`src/rtl/conv_window_scheduler.sv`:
```
// Window/anchor scheduler for the float16 conv path: walks (out_ch, row, col, in_ch)
// tuples, hands them to the CU over valid/ready, and tracks returned window results.
module conv_window_scheduler #(
  parameter int anchor_width    = 16,
  parameter int input_channel   = 2,
  parameter int output_channel  = 1,
  parameter int image_length    = 4,
  parameter int image_width     = 4,
  parameter int weight_length   = 3,
  parameter int weight_width    = 3,
  parameter int stride          = 1,
  parameter int padding         = 0,
  parameter int max_outstanding = 2,
  localparam int IC_W = (input_channel  > 1) ? $clog2(input_channel)  : 1,
  localparam int OC_W = (output_channel > 1) ? $clog2(output_channel) : 1
) (
  input  logic                    clk_i,
  input  logic                    reset_i,
  input  logic                    start_i,
  output logic                    req_valid_o,
  input  logic                    req_ready_i,
  output logic [anchor_width-1:0] anchor_1D_o,
  output logic [anchor_width-1:0] anchor_2D_o,
  output logic [anchor_width-1:0] out_col_o,
  output logic [anchor_width-1:0] out_row_o,
  output logic [IC_W-1:0]         in_ch_o,
  output logic [OC_W-1:0]         out_ch_o,
  output logic                    acc_first_o,
  output logic                    acc_last_o,
  input  logic                    cu_out_valid_i,
  output logic                    busy_o,
  output logic                    done_o,
  output logic                    err_o
);

  localparam int L    = image_length + 2*padding - weight_length;
  localparam int W    = image_width  + 2*padding - weight_width;
  localparam int OS_W = $clog2(max_outstanding + 1);

  // Last anchor is the largest multiple of stride that still fits a full kernel.
  localparam logic [anchor_width-1:0] A1_LAST = anchor_width'((L / stride) * stride);
  localparam logic [anchor_width-1:0] A2_LAST = anchor_width'((W / stride) * stride);
  localparam logic [anchor_width-1:0] STEP    = anchor_width'(stride);
  localparam logic [IC_W-1:0]         IC_LAST = IC_W'(input_channel - 1);
  localparam logic [OC_W-1:0]         OC_LAST = OC_W'(output_channel - 1);
  localparam logic [OS_W-1:0]         OS_MAX  = OS_W'(max_outstanding);

  typedef enum logic [1:0] {IDLE, RUN, DRAIN, DONE} state_t;

  state_t                  state_q;
  logic [anchor_width-1:0] a1_q, a2_q, col_q, row_q;
  logic [anchor_width-1:0] a1_d, a2_d, col_d, row_d;
  logic [IC_W-1:0]         ic_q, ic_d;
  logic [OC_W-1:0]         oc_q, oc_d;
  logic [OS_W-1:0]         os_q;
  logic                    err_q;

  logic run, ic_end, a1_end, a2_end, oc_end, last_tuple, xfer, inc, dec;

  assign run        = (state_q == RUN);
  assign ic_end     = (ic_q == IC_LAST);
  assign a1_end     = (a1_q == A1_LAST);
  assign a2_end     = (a2_q == A2_LAST);
  assign oc_end     = (oc_q == OC_LAST);
  assign last_tuple = ic_end && a1_end && a2_end && oc_end;

  // Only a result-producing tuple needs a free credit; accumulate-only tuples never stall.
  assign req_valid_o = run && (!ic_end || (os_q < OS_MAX));
  assign xfer        = req_valid_o && req_ready_i;
  assign inc         = xfer && ic_end;
  assign dec         = cu_out_valid_i && (os_q != '0);

  assign anchor_1D_o = a1_q;
  assign anchor_2D_o = a2_q;
  assign out_col_o   = col_q;
  assign out_row_o   = row_q;
  assign in_ch_o     = ic_q;
  assign out_ch_o    = oc_q;
  assign acc_first_o = run && (ic_q == '0);
  assign acc_last_o  = run && ic_end;
  assign busy_o      = (state_q != IDLE);
  assign done_o      = (state_q == DONE);
  assign err_o       = err_q;

  // Odometer step; the final tuple wraps every index back to 0 for DRAIN/DONE.
  always_comb begin
    a1_d  = a1_q;
    a2_d  = a2_q;
    col_d = col_q;
    row_d = row_q;
    ic_d  = ic_q;
    oc_d  = oc_q;
    if (!ic_end) begin
      ic_d = ic_q + 1'b1;
    end else begin
      ic_d = '0;
      if (!a1_end) begin
        a1_d  = a1_q + STEP;
        col_d = col_q + 1'b1;
      end else begin
        a1_d  = '0;
        col_d = '0;
        if (!a2_end) begin
          a2_d  = a2_q + STEP;
          row_d = row_q + 1'b1;
        end else begin
          a2_d  = '0;
          row_d = '0;
          oc_d  = oc_end ? '0 : oc_q + 1'b1;
        end
      end
    end
  end

  always_ff @(posedge clk_i) begin
    if (reset_i) begin
      state_q <= IDLE;
      a1_q    <= '0;
      a2_q    <= '0;
      col_q   <= '0;
      row_q   <= '0;
      ic_q    <= '0;
      oc_q    <= '0;
      os_q    <= '0;
      err_q   <= 1'b0;
    end else begin
      case ({inc, dec})
        2'b10:   os_q <= os_q + 1'b1;
        2'b01:   os_q <= os_q - 1'b1;
        default: ;
      endcase
      if (cu_out_valid_i && (os_q == '0)) err_q <= 1'b1;
      unique case (state_q)
        IDLE: if (start_i) begin
          state_q <= RUN;
          err_q   <= 1'b0;
        end
        RUN: if (xfer) begin
          a1_q  <= a1_d;
          a2_q  <= a2_d;
          col_q <= col_d;
          row_q <= row_d;
          ic_q  <= ic_d;
          oc_q  <= oc_d;
          if (last_tuple) state_q <= DRAIN;
        end
        DRAIN: if (os_q == '0) state_q <= DONE;
        DONE:  state_q <= IDLE;
        default: state_q <= IDLE;
      endcase
    end
  end

endmodule
```
`config.mk`:
```
export PLATFORM = sky130hd
export DESIGN_NAME = conv_window_scheduler
export DESIGN_NICKNAME = d
export VERILOG_FILES = /design/src/rtl/conv_window_scheduler.sv
export SDC_FILE = /design/constraint.sdc
export NUM_CORES = 1
export LEC_CHECK = 0
export ABC_AREA = 0
export BUFFER_PORTS_ARGS = -buffer_cell sky130_fd_sc_hd__buf_2
export CELL_PAD_IN_SITES_DETAIL_PLACEMENT = 0
export CELL_PAD_IN_SITES_GLOBAL_PLACEMENT = 2
export CORE_MARGIN = 1.5
export CORE_UTILIZATION = 35
export CTS_BUF_LIST = sky130_fd_sc_hd__clkbuf_8
export DETAILED_ROUTE_END_ITERATION = 7
export PLACE_DENSITY_LB_ADDON = 0.1
export SLEW_MARGIN = 40
export SYNTH_ARGS = -nofsm -noshare
export SYNTH_HDL_FRONTEND = slang
export SYNTH_SLANG_ARGS = --single-unit
```
`constraint.sdc`:
```
create_clock -name clk_i -period 6.5 [get_ports clk_i]
set_input_delay 0.65 -clock clk_i [delete_from_list [all_inputs] [get_ports clk_i]]
set_output_delay 0.65 -clock clk_i [all_outputs]
set_load 0.02 [all_outputs]
```
; After elaboration in Yosys (flattened, before gate mapping)
; Cells that the tools add are included.
[totals]
register_bits = 71
in_bits = 5
out_inout_bits = 72
[classes]
add_sub_neg = 8
n_lt_le_gt_ge = 1
n_eq_ne = 11
muxes = 15
bitwise_logic = 2
reduce_logical = 22
[ops]
columns = op, n
row1 = 16-bit by 1-bit adder with 16-bit output (second input constant), 4
row2 = 16-bit two-way mux, 4
row3 = 16-bit by 1-bit == test with 1-bit output (second input constant), 2
row4 = 1-bit logical AND, 10
row5 = 2-bit two-way mux, 4
row6 = 2-bit case mux with 4 select lines, 1
row7 = 4-bit AND reduction, 2
row8 = 2-bit == test (second input constant), 3
row9 = 2-bit nonzero test, 3
row10 = 1-bit two-way mux, 5
row11 = 5-bit AND reduction, 1
row12 = 2-bit by 1-bit == test with 1-bit output (second input constant), 2
row13 = 2-bit logical NOT, 2
row14 = 2-bit by 1-bit inequality test with 1-bit output (second input constant), 2
row15 = 2-bit inequality test (second input constant), 2
row16 = 2-bit case mux with 2 select lines, 1
row17 = 3-bit AND reduction, 1
row18 = 1-bit adder (second input constant), 2
row19 = 2-bit by 1-bit adder with 2-bit output (second input constant), 1
row20 = 2-bit < comparator (second input constant), 1
row21 = 1-bit NOT, 2
row22 = 2-bit AND reduction, 1
row23 = 2-bit by 1-bit subtractor with 2-bit output (second input constant), 1
row24 = 1-bit logical NOT, 1
row25 = 1-bit logical OR, 1

; Depth between registers and ports, before layout
[depth]
depth_word = 7
ltp_mapped = 10
ltp_nobuf = 8

; Worst setup path after synthesis
; OpenSTA, ideal clock, no wires.
[synth_path]
path_kind = input -> register
from = input req_ready_i
to = register os_q[1]
arrival_ns = 2.223
setup_slack_ns = 4.206
stages = 7
cell_sequence = and4b_2 inv_2 clkbuf_1 buf_2 ha_1 or3_1 a21oi_1
[synth_between]
elab_chain_cells = 4
elab_cells_between_ends = 6
classes_between = 2 x eq/ne / 1 x mux / 3 x reduce/logical
[synth_lines]
columns = item, line
row1 = "start, declared", 21  ; input logic req_ready_i,
row2 = 1-bit logical AND *, 69  ; assign xfer = req_valid_o && req_ready_i;
row3 = 1-bit logical AND *, 70  ; assign inc = xfer && ic_end;
row4 = 2-bit by 1-bit == test with 1-bit output or 2-bit == test (tied branches), 127  ; case ({inc, dec})
row5 = 2-bit case mux with 2 select lines or 2-bit nonzero test (tied branches), --
row6 = "end signal, assigned", 128  ; 2'b10: os_q <= os_q + 1'b1;
row7 = "end signal, assigned", 129  ; 2'b01: os_q <= os_q - 1'b1;
row8 = "end, declared", 55  ; logic [OS_W-1:0] os_q;
; Mark *: on every way between the ends. The rest lies on a longest branch, timed or not.
; A chain may end at the register's enable or synchronous reset.

; Worst setup path in the final report
[layout_path]
from = register state_q[1]
to = register a1_q[11] (netlist: anchor_1D_o[11])
[layout_between]
elab_chain_cells = 4
[layout_lines]
columns = item, line
row1 = "start, declared", 50  ; state_t state_q;
row2 = "start signal, assigned", 117  ; state_q <= IDLE;
row3 = "start signal, assigned", 135  ; state_q <= RUN;
row4 = "start signal, assigned", 145  ; if (last_tuple) state_q <= DRAIN;
row5 = 2-bit by 1-bit == test with 1-bit output *, "60, 133"
row6 = 1-bit logical AND, 68  ; assign req_valid_o = run && (!ic_end || (os_q < OS_MAX));
row7 = 1-bit logical AND, 69
row8 = 3-bit AND reduction (no line) *, --
row9 = "end signal, assigned", 118  ; a1_q <= '0;
row10 = "end signal, assigned", 139  ; a1_q <= a1_d;
row11 = "end, declared", 51  ; logic [anchor_width-1:0] a1_q, a2_q, col_q, row_q;
; Marked as above.

==> out/results.tsv <==
metric	value	unit
# placed instances	582	
first-pass GRT wire length	13.1	mm
Vias/cell	4.86	
Worst-Skew Late Latency	0.35	ns
ys async rst share	0	%
cts hold-fix bufs	0	
r2r startpoint	state_q[1]$_SDFFE_PP0P_	
gpl congestion	0.740	
sw frac	28.3	%
main flop type after synthesis	dfxtp_1	
crit path from	state_q[1]$_SDFFE_PP0P_	
pin count of the biggest net entering global routing	28	
sequential element share of the synthesized area	41.2	%
setup ws final	3.79	ns
leakage power	1.62	nW
Worst setup EP type	register	
final hold viol count	0	
I/O Pins	77	
CP Data Required Time	6.71	ns
Core Area	9330	µm²
CTS root buffer	clkbuf_8	
worst slew pin tran	0.734	ns
DR iter-0 viols	83	
GRT Util Overall	16.2	%
Post-CTS Setup Bufs	0	
min Tclk post-route	2.71	ns
input/output buffers	75	
Slew Viols, Final	0	
H-tree level count	3	
share of total power in the clock network	37.2	%
status	completed	
WL met2	3.61	mm
Cells after Synth	392	
Area Overhead vs Synth	19.4	%
# clock sinks	70	
pre-CTS setup slack	3.75	ns
Hold Crit Class	reg2reg	
WP data arrival	2.92	ns
Layout Cells excl Fill	598	
Overflow after GRT	0	
EDFF count, synth	0	
commonest non-fill, non-tap cell in the layout	buf_2	
flop2flop setup slack	3.79	ns
Hold Slack	0.491	ns
FP Rows	35	
worst-path cell chain	inv_1 -> ha_1 -> and4b_2 -> inv_2 -> nor4_1 -> nand4_1 -> xor2_1 -> nor2_1	
Initial DRT Pass Iterations	4	
via count	2904	
chip width	102	µm
Tcrit/Tclk final	41.7	%
met1 wire length	3.77	mm
FF+latch count, synth	70	
Comb pwr share	12.2	%
clock-pin slew of the registers on the worst-case setup and hold paths	0.09	ns
CTS tree	built	
clock skew	0.0156	ns
syn_area_per_cell	8.68	µm²
TritonCTS Buffers	9	
Setup TNS	0	ns
Wirelength per Cell	13.1	µm
maxcap violations	0	
Crit Path Category	reg2reg	
Post-Syn Area	3400	µm²
Final ANT Viol Nets	0	
Initial Util	36.5	%
Distinct cells, synth	47	
Peak supply drop	98.7	µV
RSZ-0062 raised after global routing	false	
Post-Syn Nets	409	
number of synthesis warnings	0	
top layer reached by signal wires	met4	
Slew Limit Headroom	50.6	%
Internal	0.634	mW
WL met3	378	µm
number of global-route vias before repair	2702	
fmax	0.369	GHz
initial antenna violation count	0	
Tot Pwr	0.884	mW
Slowest cell on crit path	nor4_1	
power per cell area	218	nW/µm²
DRT Wirelength	7.84	mm
Reg power frac	50.6	%
fin util	43.6	%
startpoint class of the critical path	register	
ant diodes	0	
post-DP HPWL	5.62	mm
layout cells sized above 1	24.3	%
CTS Buffer Depth	2	
most frequent cells in the layout	buf_2, nor2_1, dfxtp_1, xnor2_1, xor2_1	
Die Height	102	µm
Worst path max stage delay	0.71	ns
# nets final	481	
cell area after layout	4070	µm²
die area	10300	µm²
CTS resizes	0	
switching power	0.251	mW
Hold Crit Start	out_col_o[1]$_SDFFE_PP0P_	
# DRC	0	
Placed Area	3880	µm²
endpoints failing setup	0	
critical-path maximum fanout	25	
## Yosys cell counts, types with 2 or more instances
cell       n  area, µm²
o41ai_1    2       17.5
o21ai_0    8       40.0
and3_1     8       50.1
buf_4      2       15.0
clkbuf_1   4       15.0
nor2b_2    2       17.5
nand3b_1   2       15.0
buf_2      9       45.0
dfxtp_1   70       1400
nand4_1   14       87.6
nor4_1    10       62.6
nand3_1   21        105
nor2_1    71        267
nand2_1   21       78.8
nor4_2     2       25.0
xnor2_1   33        289
inv_1     13       48.8
or3_1      2       12.5
nor3_1    16       80.1
ha_1      12        150
a21oi_2    2       17.5
or4_4      3       33.8
nor2b_1    2       12.5
a21oi_1   10       50.1
and4_1     6       52.6
or2_2      3       18.8
xor2_1    24        210
## power groups by stage
stage	Combinational (mW)	Clock, mW	Sequential, mW
2_1_floorplan	0.0764	0	0.459
3_3_place_gp	0.108	0	0.457
3_5_place_dp	0.110	0	0.457
4_1_cts	0.110	0.344	0.447
5_1_grt	0.123	0.365	0.449
6_report	0.108	0.329	0.447
## kinds of logic after synthesis
group / synth area share [%]
xor+xnor: 14.7
compound gates: 5.00
fa+ha+maj: 4.41
simple gates: 30.6
flops: 41.2
other cells: 0.110
buf+inv: 4.08
## per-layer routing
layer | vias to the layer above | track usage (%)
li1 | 1483 | -
met1 | 1354 | 21.4
met2 | 60 | 25.6
met3 | 7 | 3.24
met4 | 0 | 7.05
met5 | - | 0
## state kept, by name (all words and copies together), names as in the netlist
name	cells
state_q	2
in_ch_o	1
out_row_o	16
anchor_1D_o	16
os_q	2
err_o	1
out_col_o	16
anchor_2D_o	16
## critical path: cells and delay by family, from the launching register on
kind	cells	cell delay, ns
XOR/XNOR	1	0.17
adder cells (fa/ha/maj)	1	0.26
buffers and inverters	2	0.39
flip-flops	1	0.34
AND/OR/NAND/NOR	4	1.43
## cell type report
class                      instances  area, µm²
tap                              129        161
timing repair buffer              77        394
fill                             994       5260
sequential                        70       1400
clock inverter                     5       35.0
clock buffer                      11        151
multi-input combinational        292       1870
inverter                          14       52.6
## path summary, 6_finish.rpt
check,end,cells past startpoint
worst max-delay path,anchor_1D_o[11]$_SDFFE_PP0P_,8
worst min-delay path,out_col_o[1]$_SDFFE_PP0P_,2
worst max register to register,anchor_1D_o[11]$_SDFFE_PP0P_,8
worst min register to register,out_col_o[1]$_SDFFE_PP0P_,2
(Power assumes the default switching activity.)
